## config.mk

```make
export PLATFORM = sky130hd
export DESIGN_NAME = status_reg_flat
export DESIGN_NICKNAME = d
export VERILOG_FILES = /design/src/rtl/status_reg_if.sv /design/src/rtl/status_reg.sv /design/src/flat_wrapper.sv
export SDC_FILE = /design/constraint.sdc
export NUM_CORES = 1
export LEC_CHECK = 0
export ABC_AREA = 1
export ABC_CLOCK_PERIOD_IN_PS = 1000
export BUFFER_PORTS_ARGS = -buffer_cell sky130_fd_sc_hd__buf_2
export CAP_MARGIN = 20
export CORE_AREA = 2 2 45 47
export CTS_CLUSTER_SIZE = 20
export DETAILED_ROUTE_END_ITERATION = 6
export DIE_AREA = 0 0 47 49
export PLACE_DENSITY = 0.69
export SYNTH_ARGS = -nofsm -noshare
export SYNTH_HDL_FRONTEND = slang
export SYNTH_SLANG_ARGS = --single-unit
```

## constraint.sdc

```tcl
create_clock -name clk -period 1 [get_ports clk]
set_clock_uncertainty 0.15 [all_clocks]
set_input_delay 0.3 -clock clk [delete_from_list [all_inputs] [get_ports clk]]
set_output_delay 0.3 -clock clk [all_outputs]
set_load 0.01 [all_outputs]
```

## src/rtl/status_reg_if.sv

```systemverilog
// rtl/status_reg_if.sv - ALU/sequencer side bundle of the 6502 status register
interface status_reg_if;
    logic       alu_zero;
    logic       alu_negative;
    logic       alu_overflow;
    logic       alu_c_out;
    logic [7:0] alu_mask;
    logic [7:0] set_mask;
    logic [7:0] clr_mask;
    logic       load_p;
    logic       bit_test;
    logic [7:0] data_in;
    logic       b_push;
    logic [2:0] branch_cond;
    logic       instr_done;
    logic       irq_req;
    logic [7:0] p_out;
    logic       c_to_alu;
    logic       bcd_to_alu;
    logic       branch_taken;
    logic       irq_pending;

    modport master (
        output alu_zero, alu_negative, alu_overflow, alu_c_out,
        output alu_mask, set_mask, clr_mask, load_p, bit_test, data_in,
        output b_push, branch_cond, instr_done, irq_req,
        input  p_out, c_to_alu, bcd_to_alu, branch_taken, irq_pending
    );

    modport slave (
        input  alu_zero, alu_negative, alu_overflow, alu_c_out,
        input  alu_mask, set_mask, clr_mask, load_p, bit_test, data_in,
        input  b_push, branch_cond, instr_done, irq_req,
        output p_out, c_to_alu, bcd_to_alu, branch_taken, irq_pending
    );
endinterface

```

## src/rtl/status_reg.sv

```systemverilog
// rtl/status_reg.sv - 6502 processor status register with branch and IRQ gating
module status_reg #(
    parameter logic RESET_I = 1'b1,
    parameter logic RESET_D = 1'b0
) (
    input  logic        clk,
    input  logic        reset,
    status_reg_if.slave bus
);
    // Bits 5 and 4 of P have no storage; every mask is trimmed to the six real flags.
    localparam logic [7:0] FLAG_BITS = 8'hCF;
    localparam logic [7:0] ALU_BITS  = 8'hC3;

    logic r_n, r_v, r_d, r_i, r_z, r_c;
    logic r_i_mask;
    logic r_irq_pending;

    logic [7:0] w_cur;
    logic [7:0] w_nxt;
    logic [7:0] w_alu_en;
    logic [7:0] w_alu_val;
    logic       w_flag;
    logic       w_unused_bits;

    assign w_cur     = {r_n, r_v, 2'b00, r_d, r_i, r_z, r_c};
    assign w_alu_en  = bus.alu_mask & ALU_BITS;
    assign w_alu_val = {bus.alu_negative, bus.alu_overflow, 4'b0000,
                        bus.alu_zero, bus.alu_c_out};

    always_comb begin
        w_nxt = w_cur;
        if (bus.load_p) begin
            w_nxt = bus.data_in & FLAG_BITS;
        end else begin
            w_nxt = (w_nxt & ~w_alu_en) | (w_alu_val & w_alu_en);
            if (bus.bit_test) begin
                w_nxt[7] = bus.data_in[7];
                w_nxt[6] = bus.data_in[6];
                w_nxt[1] = bus.alu_zero;
            end
            w_nxt = w_nxt & ~(bus.clr_mask & FLAG_BITS);
            w_nxt = w_nxt | (bus.set_mask & FLAG_BITS);
        end
    end

    assign w_unused_bits = &{1'b0, w_nxt[5:4]};

    always_ff @(posedge clk) begin
        if (reset) begin
            r_n           <= 1'b0;
            r_v           <= 1'b0;
            r_d           <= RESET_D;
            r_i           <= RESET_I;
            r_z           <= 1'b0;
            r_c           <= 1'b0;
            r_i_mask      <= RESET_I;
            r_irq_pending <= 1'b0;
        end else begin
            r_n <= w_nxt[7];
            r_v <= w_nxt[6];
            r_d <= w_nxt[3];
            r_i <= w_nxt[2];
            r_z <= w_nxt[1];
            r_c <= w_nxt[0];
            // IRQ masking follows I only at instruction boundaries, using the pre-update I.
            if (bus.instr_done) begin
                r_i_mask <= r_i;
            end
            r_irq_pending <= bus.irq_req & ~r_i_mask;
        end
    end

    always_comb begin
        w_flag = 1'b0;
        case (bus.branch_cond[2:1])
            2'b00:   w_flag = r_n;
            2'b01:   w_flag = r_v;
            2'b10:   w_flag = r_c;
            default: w_flag = r_z;
        endcase
    end

    assign bus.branch_taken = (w_flag == bus.branch_cond[0]);
    assign bus.p_out        = {r_n, r_v, 1'b1, bus.b_push, r_d, r_i, r_z, r_c};
    assign bus.c_to_alu     = r_c;
    assign bus.bcd_to_alu   = r_d;
    assign bus.irq_pending  = r_irq_pending;
endmodule

```

## src/flat_wrapper.sv

```systemverilog
// flat-port wrapper written by rule: the top's interface ports become plain ports
module status_reg_flat 
#(
    parameter logic RESET_I = 1'b1,
    parameter logic RESET_D = 1'b0
)
  (clk, reset, bus_alu_zero, bus_alu_negative, bus_alu_overflow, bus_alu_c_out, bus_alu_mask, bus_set_mask, bus_clr_mask, bus_load_p, bus_bit_test, bus_data_in, bus_b_push, bus_branch_cond, bus_instr_done, bus_irq_req, bus_p_out, bus_c_to_alu, bus_bcd_to_alu, bus_branch_taken, bus_irq_pending);
  status_reg_if bus_i ();
  input  logic clk;
  input  logic reset;
  input wire logic [$bits(bus_i.alu_zero)-1:0] bus_alu_zero;
  input wire logic [$bits(bus_i.alu_negative)-1:0] bus_alu_negative;
  input wire logic [$bits(bus_i.alu_overflow)-1:0] bus_alu_overflow;
  input wire logic [$bits(bus_i.alu_c_out)-1:0] bus_alu_c_out;
  input wire logic [$bits(bus_i.alu_mask)-1:0] bus_alu_mask;
  input wire logic [$bits(bus_i.set_mask)-1:0] bus_set_mask;
  input wire logic [$bits(bus_i.clr_mask)-1:0] bus_clr_mask;
  input wire logic [$bits(bus_i.load_p)-1:0] bus_load_p;
  input wire logic [$bits(bus_i.bit_test)-1:0] bus_bit_test;
  input wire logic [$bits(bus_i.data_in)-1:0] bus_data_in;
  input wire logic [$bits(bus_i.b_push)-1:0] bus_b_push;
  input wire logic [$bits(bus_i.branch_cond)-1:0] bus_branch_cond;
  input wire logic [$bits(bus_i.instr_done)-1:0] bus_instr_done;
  input wire logic [$bits(bus_i.irq_req)-1:0] bus_irq_req;
  output wire logic [$bits(bus_i.p_out)-1:0] bus_p_out;
  output wire logic [$bits(bus_i.c_to_alu)-1:0] bus_c_to_alu;
  output wire logic [$bits(bus_i.bcd_to_alu)-1:0] bus_bcd_to_alu;
  output wire logic [$bits(bus_i.branch_taken)-1:0] bus_branch_taken;
  output wire logic [$bits(bus_i.irq_pending)-1:0] bus_irq_pending;
  assign bus_i.alu_zero = bus_alu_zero;
  assign bus_i.alu_negative = bus_alu_negative;
  assign bus_i.alu_overflow = bus_alu_overflow;
  assign bus_i.alu_c_out = bus_alu_c_out;
  assign bus_i.alu_mask = bus_alu_mask;
  assign bus_i.set_mask = bus_set_mask;
  assign bus_i.clr_mask = bus_clr_mask;
  assign bus_i.load_p = bus_load_p;
  assign bus_i.bit_test = bus_bit_test;
  assign bus_i.data_in = bus_data_in;
  assign bus_i.b_push = bus_b_push;
  assign bus_i.branch_cond = bus_branch_cond;
  assign bus_i.instr_done = bus_instr_done;
  assign bus_i.irq_req = bus_irq_req;
  assign bus_p_out = bus_i.p_out;
  assign bus_c_to_alu = bus_i.c_to_alu;
  assign bus_bcd_to_alu = bus_i.bcd_to_alu;
  assign bus_branch_taken = bus_i.branch_taken;
  assign bus_irq_pending = bus_i.irq_pending;
  status_reg #(.RESET_I(RESET_I), .RESET_D(RESET_D)) u_core (.clk(clk), .reset(reset), .bus(bus_i));
endmodule
```

==> results, run 1 <==
- The total instance count after detailed placement is 150.
- After synthesis, the mean cell area works out to between 6 and 7 um2.
- The core region area is 0.00184 mm2.
- The floorplan row count is 16.
- Following the worst setup path forward leads to its endpoint at bus_branch_taken.
- Derived from the worst setup path, the maximum achievable clock frequency is 0.668 GHz.
- The hold violation total from the final report is 0.
- Tracing the worst setup path back leads to its startpoint at u_core.r_z.
- The clock tree from TritonCTS is yes.
- Counting every sink on the clock net gives 8.
- For the finished layout, the period the worst path requires is 1.50 ns.
- The final clock period utilization by the worst path is 1.50.
- The final total negative setup slack is -2.68 ns.
- The number of max-slew violations in the final report is 0.
- Dividing total power by cell area gives a power density of between 1000 and 1500 mW/mm2.
- Max-cap violations in this run came to 0.
- The via count of the routed design is 680.
- The count of synthesis-stage warnings from yosys is 0.
- The total of buffers placed on input and output ports is 44.
- The detailed router finished its first iteration with 3 violations.
- The critical path in this run is classified as reg -> out.
- STA classifies the critical path endpoint as an output port.
- The register-to-register setup slack is -0.12 ns.
- The die covers 0.00230 mm2.
- The hold buffer count at cts is 0.
- The internal power of the cells totals approximately 660 uW.
- The die outline width is about 47 um.
- Synthesis inferred 8 register bits.
- The share of total power dissipated in combinational logic is 0.345.
- The library cell used most frequently in the layout, excluding fill and tap cells, is sky130_fd_sc_hd__buf_2.
- The finished layout holds ~160 standard cells, fillers aside.
- The via count of the first global-routing pass came to just over 600.
- The layout net count is between 150 and 200.
- For the worst setup path, the data arrival time is roughly 1.1 ns.
- The number of antenna diodes in the final layout is 0.
- Counting distinct cell types in the post-synthesis netlist gives 14.
- The flow ran to the end, but the final reports show violations.
- Routability-driven placement finished with a final weighted congestion of roughly 0.74.
- The power spent charging and discharging nets is 261 uW.
- The number of clock buffers added by TritonCTS is 3.
- The clock slew at the register clock pins of the worst setup and hold paths is 0.06 ns.
- The critical register-to-register path startpoint is u_core.r_v.
- The initial core utilization is 0.275.
- In this run the number of H-tree levels came out at 1.
- The maximum number of pins on one net before global-route repair is 7.
- The first-pass iteration count of the detailed router is 4.
- Synthesis produced a netlist with a net count of 129.
- VDD sags by at most between 0.4 and 0.5 mV.
- The static leakage power is between 0.5 and 0.6 nW.
- The first global-routing pass estimated around 2300 um of wire.
- The share of total power dissipated in sequential elements is 0.390.
- The ratio of routed vias to standard cells is between 4 and 5.
- The longest clock path from root to sink contains 2 buffers.
- The die height is between 40 and 50 um.
- The cell at the root of the clock tree is sky130_fd_sc_hd__clkbuf_4.
- STA classifies the critical path startpoint as a flip-flop.
- The post-detailed-routing wire length is between 1500 and 2000 um.
- In this run the remaining antenna-violating nets after routing total 0.
- The count of pins on the block boundary is slightly below 60.
- The final reports fail on setup timing.
- Clock latency on the worst-skew pair, taken at its later pin, is 0.25 ns.
- The library cells used most frequently in the layout, excluding fill and tap cells, are 37 x sky130_fd_sc_hd__buf_2, 12 x sky130_fd_sc_hd__nand2_1, 12 x sky130_fd_sc_hd__nor2_1.
- The worst register-to-register path has a depth of 7.
- The slack of the critical path is -0.498 ns.
- The endpoint identified for the worst register-to-register timing path is u_core.r_v.
- Setup repair after global routing could not meet its margin everywhere.
- Synthesis handed over a netlist of a little over 80 instances.
- The remaining global-route overflow is 0.
- For this run, design rule violations remaining after detail routing come to 0.
- The area added between synthesis and finish is 80.5%.
- The half-perimeter wire length after placement is between 1000 and 1500 um.
- The maximum fanout encountered on the critical timing path is 2.
- For this run, the total global-route usage over all layers was measured as 0.138.
- The netlist area before placement is between 500 and 600 um2.
- The proportion of synthesized chip area in sequential cells is 0.316.
- Of the total power, the share spent switching nets is 0.282.
- The share of total power dissipated in the clock network is 0.265.
- The average detailed-routed wire length per instance is ~10 um.
- After filler insertion, the fill cell instance count of the layout stands at just under 200.
- The path category of the worst min-delay check is in -> reg.
- The required arrival time at the worst endpoint is approximately 0.55 ns.
- The number of failing setup endpoints in the final timing report is 14.
- Of the cells placed in the final design, the portion with a size suffix greater than 1 is 0.598.
- The initial antenna violation count came to 0.
## per-layer routing
metal	vias to the layer above	GRT usage	routed length (um)
li1	350	-	-
met1	302	0.113	563
met2	28	0.269	888
met3	0	0.0370	131
met4	0	0.0694	0
met5	-	0	0
## worst min-delay path by stage
stage / startpoint / end / slack [ns] / cells past startpoint
floorplan: u_core.r_i_mask / u_core.bus.irq_pending / 0.24 / 1
global placement: u_core.r_i_mask / u_core.bus.irq_pending / 0.25 / 1
detailed placement: u_core.r_i_mask / u_core.bus.irq_pending / 0.25 / 1
CTS: bus_instr_done / u_core.r_i_mask / 0.07 / 2
global route: bus_set_mask[2] / u_core.r_i / 0.1 / 3
finish: bus_instr_done / u_core.r_i_mask / 0.09 / 2
## repair_timing
| item | 4_1_cts | 5_1_grt |
|---|---|---|
| endpoints found under the setup margin | 10 | 14 |
| setup buffers | 5 | 2 |
| gates cloned | 0 | 0 |
| hold endpoints to repair | 0 | 0 |
| gates resized for setup | 17 | 10 |
| pin swaps | 3 | 10 |
## synthesized netlist by cell type
library cell	number	area [um2]
sky130_fd_sc_hd__nand2_1	18	67.6
sky130_fd_sc_hd__nor2_1	12	45.0
sky130_fd_sc_hd__inv_1	10	37.5
sky130_fd_sc_hd__a21oi_1	8	40.0
sky130_fd_sc_hd__buf_4	8	60.1
sky130_fd_sc_hd__dfxtp_1	8	160
sky130_fd_sc_hd__o21ai_1	6	30.0
sky130_fd_sc_hd__nand3_1	5	25.0
sky130_fd_sc_hd__inv_2	3	11.3
sky130_fd_sc_hd__conb_1	1	3.75
sky130_fd_sc_hd__nand3b_1	1	7.51
sky130_fd_sc_hd__o21ai_0	1	5.00
sky130_fd_sc_hd__o21bai_1	1	7.51
sky130_fd_sc_hd__or2_2	1	6.26
## per-stage QoR
| step | setup WS, ns | cell area [um2] | hold slack, ns | total power [mW] | utilization |
|---|---|---|---|---|---|
| 2_1_floorplan | -0.0964 | 510 | 0.240 | 0.490 | - |
| 3_3_place_gp | -0.304 | 747 | 0.251 | 0.591 | 0.406 |
| 3_5_place_dp | -0.374 | 747 | 0.248 | 0.597 | 0.406 |
| 4_1_cts | -0.494 | 876 | 0.0726 | 0.930 | 0.476 |
| 5_1_grt | -0.551 | 915 | 0.0961 | 0.998 | 0.497 |
| 6_report | -0.498 | 915 | 0.0916 | 0.923 | 0.497 |
## critical path: stages (launching register included)
cell	delay, ns
sky130_fd_sc_hd__dfxtp_2	0.32
sky130_fd_sc_hd__nand2_1	0.08
sky130_fd_sc_hd__nand3_2	0.09
sky130_fd_sc_hd__nand2_1	0.07
sky130_fd_sc_hd__nand2_1	0.07
sky130_fd_sc_hd__nand2_2	0.08
sky130_fd_sc_hd__buf_6	0.10
## area by class of cell
type	instances	area (um2)	area share
Sequential cell	8	168	0.183
Tap cell	27	33.8	0.0369
Multi-Input combinational cell	54	279	0.305
Inverter	13	48.8	0.0534
Clock buffer	3	22.5	0.0246
Timing Repair Buffer	54	363	0.397
## logic make-up after synthesis
kind of cell           synth area share
AND/OR/NAND/NOR                   0.299
flip-flops                        0.316
AO/OA/AOI/OAI                     0.163
other                           0.00740
buffers and inverters             0.215
## power by group through the flow
stage	clock network [mW]	registers (mW)	logic (mW)
2_1_floorplan	0	0.364	0.126
3_3_place_gp	0	0.361	0.229
3_5_place_dp	0	0.361	0.236
4_1_cts	0.275	0.359	0.296
5_1_grt	0.286	0.362	0.350
6_report	0.245	0.360	0.319
## state kept, by name (all words and copies together) (netlist names)
name and flops:
u_core.r_i 1, u_core.bus.c_to_alu 1, u_core.bus.bcd_to_alu 1, u_core.bus.irq_pending 1, u_core.r_z 1, u_core.r_v 1, u_core.r_n 1, u_core.r_i_mask 1
(Power assumes the default switching activity.)
==> run 2: changes to the inputs <==
--- a/config.mk
+++ b/config.mk
@@ -5,7 +5,6 @@
 export SDC_FILE = /design/constraint.sdc
 export NUM_CORES = 1
 export LEC_CHECK = 0
-export ABC_AREA = 1
 export ABC_CLOCK_PERIOD_IN_PS = 1000
 export BUFFER_PORTS_ARGS = -buffer_cell sky130_fd_sc_hd__buf_2
 export CAP_MARGIN = 20
@@ -13,7 +12,7 @@
 export CTS_CLUSTER_SIZE = 20
 export DETAILED_ROUTE_END_ITERATION = 6
 export DIE_AREA = 0 0 47 49
-export PLACE_DENSITY = 0.69
+export PLACE_DENSITY = 0.67
 export SYNTH_ARGS = -nofsm -noshare
 export SYNTH_HDL_FRONTEND = slang
 export SYNTH_SLANG_ARGS = --single-unit
==> results, run 2 <==
- The required arrival time at the worst endpoint is 0.55 ns.
- Dividing the final minimum period by the clock period gives 1.76.
- The number of synthesized register bits is 8.
- The startpoint type of the worst setup path is a flip-flop.
- After detailed routing, the average wire length per cell comes to around 11 um.
- For this run, the register share of the synthesized area comes to 0.331.
- Buffers inserted to repair hold after CTS numbered 0.
- Across every metal layer, demand over resource in global routing totals 0.116.
- Port buffering added 44 buffers.
- Summing all multi-input logic gate instances after layout gives 259 um2.
- The worst hold path belongs to the class in -> reg.
- The commonest register cell after synthesis is sky130_fd_sc_hd__dfxtp_1.
- The combinational share of power is 0.303.
- The netlist uses 23 different library cells.
- In this run the critical register-to-register path is captured at u_core.r_n.
- The first global-routing pass estimated ~1900 um of wire.
- The cell at the root of the clock tree is sky130_fd_sc_hd__clkbuf_4.
- Compared with the post-synthesis result, the final layout area differs by 65.1%.
- The worst hold-check slack is about 0.12 ns.
- Data on the critical path arrives at its endpoint at ~1.3 ns.
- The initial antenna violation count is 0.
- Entering global routing, the biggest net connects 9 pins.
- The latest clock arrival within the worst-skew pair is between 0.2 and 0.25 ns.
- The final reports fail on setup timing.
- The path with the worst hold slack has its endpoint at u_core.r_z.
- The share of total power dissipated in the clock network is 0.274.
- The start point of the worst hold path is bus_set_mask[1].
- Static timing analysis puts the maximum clock frequency at around 0.57 GHz.
- For this configuration, the core starts out at a cell density of 0.263.
- The netlist area before placement is about 480 um2.
- Internal power comes to approximately 640 uW.
- Setup violations remaining at the end of the flow were counted as 14.
- Setup repair after global routing could not meet its margin everywhere.
- In this run the worst path has a maximum fanout of 3.
- The proportion of synthesized flip-flops having asynchronous set or reset is 0.
- The die area is around 0.0023 mm2.
- Yosys attributes the largest share of cell area to sky130_fd_sc_hd__dfxtp_1 33%, sky130_fd_sc_hd__buf_4 12%, sky130_fd_sc_hd__mux2i_1 6.2%.
- CTS saw 8 sinks.
- After detailed routing, the number of vias per cell comes to roughly 4.3.
- In the final layout, the share of cells above drive strength 1 is 0.643.
- The hold violation total from the final report is 0.
- The layout net count is about 150.
- Across the run, the number of max-cap violations was 0.
- The library cells used most frequently in the layout, excluding fill and tap cells, are 38 x sky130_fd_sc_hd__buf_2, 6 x sky130_fd_sc_hd__buf_6, 6 x sky130_fd_sc_hd__buf_4.
- In this run the power density over the cells is about 1100 mW/mm2.
- The power spent charging and discharging nets is 209 uW.
- The remaining global-route overflow is 0.
- In this run the number of H-tree levels came out at 1.
- The half-perimeter wire length after placement is approximately 1100 um.
- Counting along the longest clock path gives a buffer depth of 2.
- The register-to-register setup slack is -0.27 ns.
- The number of design-rule violations left by the first detailed-router iteration is 2.
- The count of nets left with antenna violations once routing finished came out at 0.
- The hold-critical path depth is 2.
- In this run the critical register-to-register path is launched from u_core.r_n.
- Of the post-synthesis cell area, the dominant cell type holds 0.331.
- The number of synthesized flops with an enable pin is 0.
- In the routed design, unresolved DRC markers number 0.
- The slack of the critical path is -0.757 ns.
- The flow ran to the end, but the final reports show violations.
- The via count of the first global-routing pass was between 400 and 500.
- After synthesis, the mean cell area works out to approximately 8.8 um2.
- The path type of the worst setup path is reg -> out.
- The static leakage power is approximately 0.40 nW.
- The most frequent standard cell in the layout excluding fill and tap cells is sky130_fd_sc_hd__buf_2.
- The count of synthesis-stage warnings from yosys is 0.
- The length in cells of the worst reg-to-reg path is 4.
- The gate count after technology mapping is 55.
- The minimum clock period is approximately 1.8 ns.
- The routed layout has around 530 vias.
- The floorplan step defined a core boundary enclosing roughly 0.0018 mm2.
- The pre-antenna-repair detailed-routing pass consisted of 2 iterations.
- Routability-driven placement finished with a final weighted congestion of 0.621.
- The die height is approximately 49 um.
- The floorplan row count is 16.
- Once layout is complete, the utilization of the core stands at 0.434.
- The clock tree from TritonCTS is yes.
- The summed area of non-filler cells in the final layout is about 800 um2.
- The fraction of power spent switching nets is 0.248.
- The number of nets in the synthesized netlist is between 100 and 150.
- Counting the buffers created by CTS gives 3.
- The worst setup path is captured at an output port.
- The number of filler instances in the final layout is 207.
- The die outline width is roughly 47 um.
- The number of max-slew violations in the final report is 0.
- Across the VDD grid, the largest voltage drop is around 0.37 mV.
- After routing, the total negative slack on setup checks comes to -3.29 ns.
- The clock slew at the register clock pins of the worst setup and hold paths is around 0.050 ns.
- The post-detailed-placement cell area is 721 um2.
- The top cell type by total area after synthesis is sky130_fd_sc_hd__dfxtp_1.
- The combined flip-flop and latch cell area is approximately 170 um2.
- The post-detailed-routing wire length is around 1300 um.
- The sequential share of power is 0.423.
- 58 I/O pins were placed.
- The total inserted antenna cells is 0.
- By count the netlist is led by 8 x sky130_fd_sc_hd__buf_4, 8 x sky130_fd_sc_hd__dfxtp_1, 4 x sky130_fd_sc_hd__inv_1, 4 x sky130_fd_sc_hd__nor2b_1.
- The startpoint of the worst setup timing path is u_core.r_v.
## run 2: changes by cell type after synthesis, sizes merged, moves of 2 or more
cell	before	now
nand2b	0	3
or4	0	2
o31a	0	2
a31oi	0	2
a21oi	8	3
o21ai	7	3
inv	13	4
mux2i	0	3
nor2	12	2
nand3	5	0
nor2b	0	4
nand2	18	0
## run 2: metrics by stage
stage	worst slack (ns)	power (mW)	cells
floorplan	-0.460	0.487	55
global placement	-0.621	0.583	121
detailed placement	-0.628	0.587	121
CTS	-0.769	0.858	125
global route	-0.797	0.905	125
finish	-0.757	0.846	125
## run 2: cells by family after synthesis
group / after synthesis / share of synthesized area
AO/OA/AOI/OAI: 14 / 0.191
AND/OR/NAND/NOR: 13 / 0.171
other: 1 / 0.00774
buffers and inverters: 14 / 0.173
flip-flops: 8 / 0.331
XOR/XNOR: 1 / 0.0181
multiplexers: 4 / 0.109
## run 2: final cells by class
type | count | share of cell area
Timing Repair Buffer | 50 | 0.379
Multi-Input combinational cell | 33 | 0.324
Sequential cell | 8 | 0.208
Tap cell | 27 | 0.0423
Clock buffer | 3 | 0.0282
Inverter | 4 | 0.0188
## run 2: critical path: stages (launching register included)
cell and delay, ns:
sky130_fd_sc_hd__dfxtp_2 0.32, sky130_fd_sc_hd__mux4_2 0.47, sky130_fd_sc_hd__xnor2_2 0.14, sky130_fd_sc_hd__buf_2 0.13
## run 2: worst max path at each step
stage | to | cells past startpoint | slack, ns
2_1_floorplan | bus_branch_taken | 2 | -0.46
3_3_place_gp | bus_branch_taken | 4 | -0.62
3_5_place_dp | bus_branch_taken | 4 | -0.63
4_1_cts | bus_branch_taken | 3 | -0.77
5_1_grt | bus_branch_taken | 3 | -0.80
6_report | bus_branch_taken | 3 | -0.76
## run 2: metal layers
metal / global-route usage / up-vias / wire length [um]
li1: - / 270 / -
met1: 0.115 / 232 / 516
met2: 0.208 / 28 / 655
met3: 0.0222 / 2 / 141
met4: 0.0694 / 0 / 16
met5: 0 / - / 0
## run 2: power by group through the flow
stage / registers [mW] / logic, mW / clock network [mW]
CTS: 0.357 / 0.255 / 0.246
finish: 0.357 / 0.256 / 0.232
global placement: 0.358 / 0.225 / 0
floorplan: 0.362 / 0.125 / 0
detailed placement: 0.360 / 0.228 / 0
global route: 0.359 / 0.280 / 0.266
## run 2: timing repair
item	CTS	global route
resized for setup	11	1
pin swaps	1	1
setup endpoints to repair	14	15
buffers inserted	1	0
cloned	0	0
==> run 3: changes to the inputs <==
--- a/config.mk
+++ b/config.mk
@@ -12,7 +12,7 @@
 export CTS_CLUSTER_SIZE = 20
 export DETAILED_ROUTE_END_ITERATION = 6
 export DIE_AREA = 0 0 47 49
-export PLACE_DENSITY = 0.67
+export PLACE_DENSITY = 0.74
 export SYNTH_ARGS = -nofsm -noshare
 export SYNTH_HDL_FRONTEND = slang
 export SYNTH_SLANG_ARGS = --single-unit
==> results, run 3 (synthesized netlist as in run 2, its figures left out) <==
- The initial antenna violation count is 0.
- The multi-input logic area is about 260 um2.
- The power spent charging and discharging nets is around 230 uW.
- The via count of the first global-routing pass came to around 570.
- The hold violation total from the final report is 0.
- Among cell families on the critical path, the largest total delay comes from multiplexers.
- The critical path goes through mux4_2 > xnor2_2 > buf_2.
- The die covers 0.00230 mm2.
- Together, buffers and inverters on the worst path number 1.
- The cell at the root of the clock tree is sky130_fd_sc_hd__clkbuf_4.
- Buffers inserted to repair hold after CTS numbered 0.
- The total of buffers placed on input and output ports is 44.
- In this run the horizontal extent of the chip is roughly 47 um.
- The fraction of power spent switching nets is 0.256.
- The final reports fail on setup timing.
- For this run, the total global-route usage over all layers was measured as 0.136.
- The path type of the worst setup path is reg -> out.
- The initial utilization of the core area, before any placement, comes to 0.263.
- Fill cells in the final layout number about 190.
- At the worst endpoint, the arrival time is between 1 and 1.5 ns.
- Setup slack on the critical path of the routed design comes to -0.790 ns.
- In the layout the commonest cells are 36 x sky130_fd_sc_hd__buf_2, 11 x sky130_fd_sc_hd__buf_6, 6 x sky130_fd_sc_hd__dfxtp_2.
- The latest clock arrival within the worst-skew pair is about 0.24 ns.
- The number of max-slew violations in the final report came to 0.
- The most frequent standard cell in the layout excluding fill and tap cells is sky130_fd_sc_hd__buf_2.
- The clock slew at the register clock pins of the worst setup and hold paths is 0.05 ns.
- The minimum clock period is between 1.5 and 2 ns.
- The H-tree depth reported by CTS is 1.
- The part of the total power dissipated in the clock network is 0.275.
- The worst hold path belongs to the class in -> reg.
- The sequential share of power is 0.407.
- Setup repair after global routing could not meet its margin everywhere.
- The detailed router finished its first iteration with 3 violations.
- The flow ran to the end, but the final reports show violations.
- The share of total power dissipated in combinational logic is 0.318.
- Buffers inserted during clock tree synthesis total 3.
- The first detailed-routing pass ran for 5 iterations.
- The combined flip-flop and latch cell area is between 150 and 200 um2.
- The count of pins on the block boundary is between 50 and 60.
- The total DRC errors in the routed layout is 0.
- Derived from the worst setup path, the maximum achievable clock frequency is 0.559 GHz.
- The placed instances occupy a cell area of ~720 um2.
- The number of antenna diodes in the final layout is 0.
- The half-perimeter wire length after placement is 1180 um.
- STA classifies the critical path startpoint as a flip-flop.
- Summed over all layers, the routed wires come to 1440 um.
- The share of post-route cells with drive strength above 1 is 0.660.
- The detail route stage leaves a number of antenna-violating nets equal to 0.
- The total power divided by cell area is between 1000 and 1500 mW/mm2.
- The congestion estimate from routability-driven global placement came to between 0.7 and 0.8.
- The final clock period utilization by the worst path is 1.79.
- The maximum number of pins on one net before global-route repair is 9.
- In the routed layout, each cell is associated on average with a via count of ~4.4.
- The maximum fanout encountered on the critical timing path is 2.
- The number of failing setup endpoints in the final timing report is 14.
- The core region area is around 0.0018 mm2.
- The tool flagged a number of max-cap violations equal to 0.
- The stage delay of the slowest cell on the critical path is around 0.49 ns.
- The tree built by TritonCTS fans out to 8 sinks.
- TritonCTS built the clock tree.
- The finished cells cover around 840 um2.
- The die height is between 40 and 50 um.
- The worst hold-check slack is between 0.1 and 0.15 ns.
- Counting along the longest clock path gives a buffer depth of 2.
- Summed over all cells, the static leakage comes to approximately 0.42 nW.
- The via count of the routed design is 560.
- The floorplan row count is 16.
- The design internal power is about 660 uW.
- The remaining global-route overflow is 0.
- Data on the critical path is required at its endpoint by around 0.55 ns.
- The element type at the critical path end is an output port.
- VDD sags by at most 0.439 mV.
- Relative to the synthesized area, the layout overhead comes to 73.4%.
- Dividing the detail-routed wire length by the instance count gives about 11 um.
- The cell with the largest stage delay on the worst path is sky130_fd_sc_hd__mux4_2.
- The layout net count is 148.
- The first global-routing pass estimated roughly 2200 um of wire.
run 3: per-stage QoR:
stage	total power [mW]	instances	setup WS, ns	utilization	setup TNS, ns
2_1_floorplan	0.487	55	-0.460	-	-0.879
6_report	0.881	127	-0.790	0.456	-3.46
5_1_grt	0.941	127	-0.831	0.456	-3.95
3_3_place_gp	0.581	121	-0.621	0.391	-1.82
4_1_cts	0.884	126	-0.812	0.444	-3.46
3_5_place_dp	0.590	121	-0.659	0.391	-1.87
run 3: path summary, 6_finish.rpt:
check	from	to	slack (ns)	cells after the start
max	u_core.bus.c_to_alu	bus_branch_taken	-0.79	3
min	bus_set_mask[0]	u_core.bus.c_to_alu	0.12	2
max reg2reg	u_core.r_v	u_core.r_v	-0.30	4
min reg2reg	u_core.r_i_mask	u_core.bus.irq_pending	0.26	1
run 3: cell type report:
| cell class | instances | share of cell area |
|---|---|---|
| timing repair buffer | 52 | 0.407 |
| inverter | 4 | 0.0179 |
| sequential | 8 | 0.200 |
| clock buffer | 3 | 0.0268 |
| multi-input combinational | 33 | 0.308 |
| tap | 27 | 0.0402 |
run 3: layer usage:
layer / up-vias / part of all wire / global-route usage
li1: 277 / - / -
met5: - / 0 / 0
met3: 0 / 0.068 / 0.0333
met2: 26 / 0.58 / 0.242
met4: 0 / 0 / 0.0602
met1: 257 / 0.36 / 0.140
run 3: power by group through the flow:
stage,Sequential [mW],Combinational [mW],Clock (mW)
2_1_floorplan,0.362,0.125,0
3_3_place_gp,0.357,0.224,0
3_5_place_dp,0.360,0.230,0
4_1_cts,0.359,0.270,0.255
5_1_grt,0.361,0.304,0.275
6_report,0.359,0.280,0.242
run 3: repair_timing:
item | CTS | global route
setup buffers | 2 | 1
endpoints found under the setup margin | 14 | 15
pin swaps | 2 | 0
resized for setup | 15 | 3
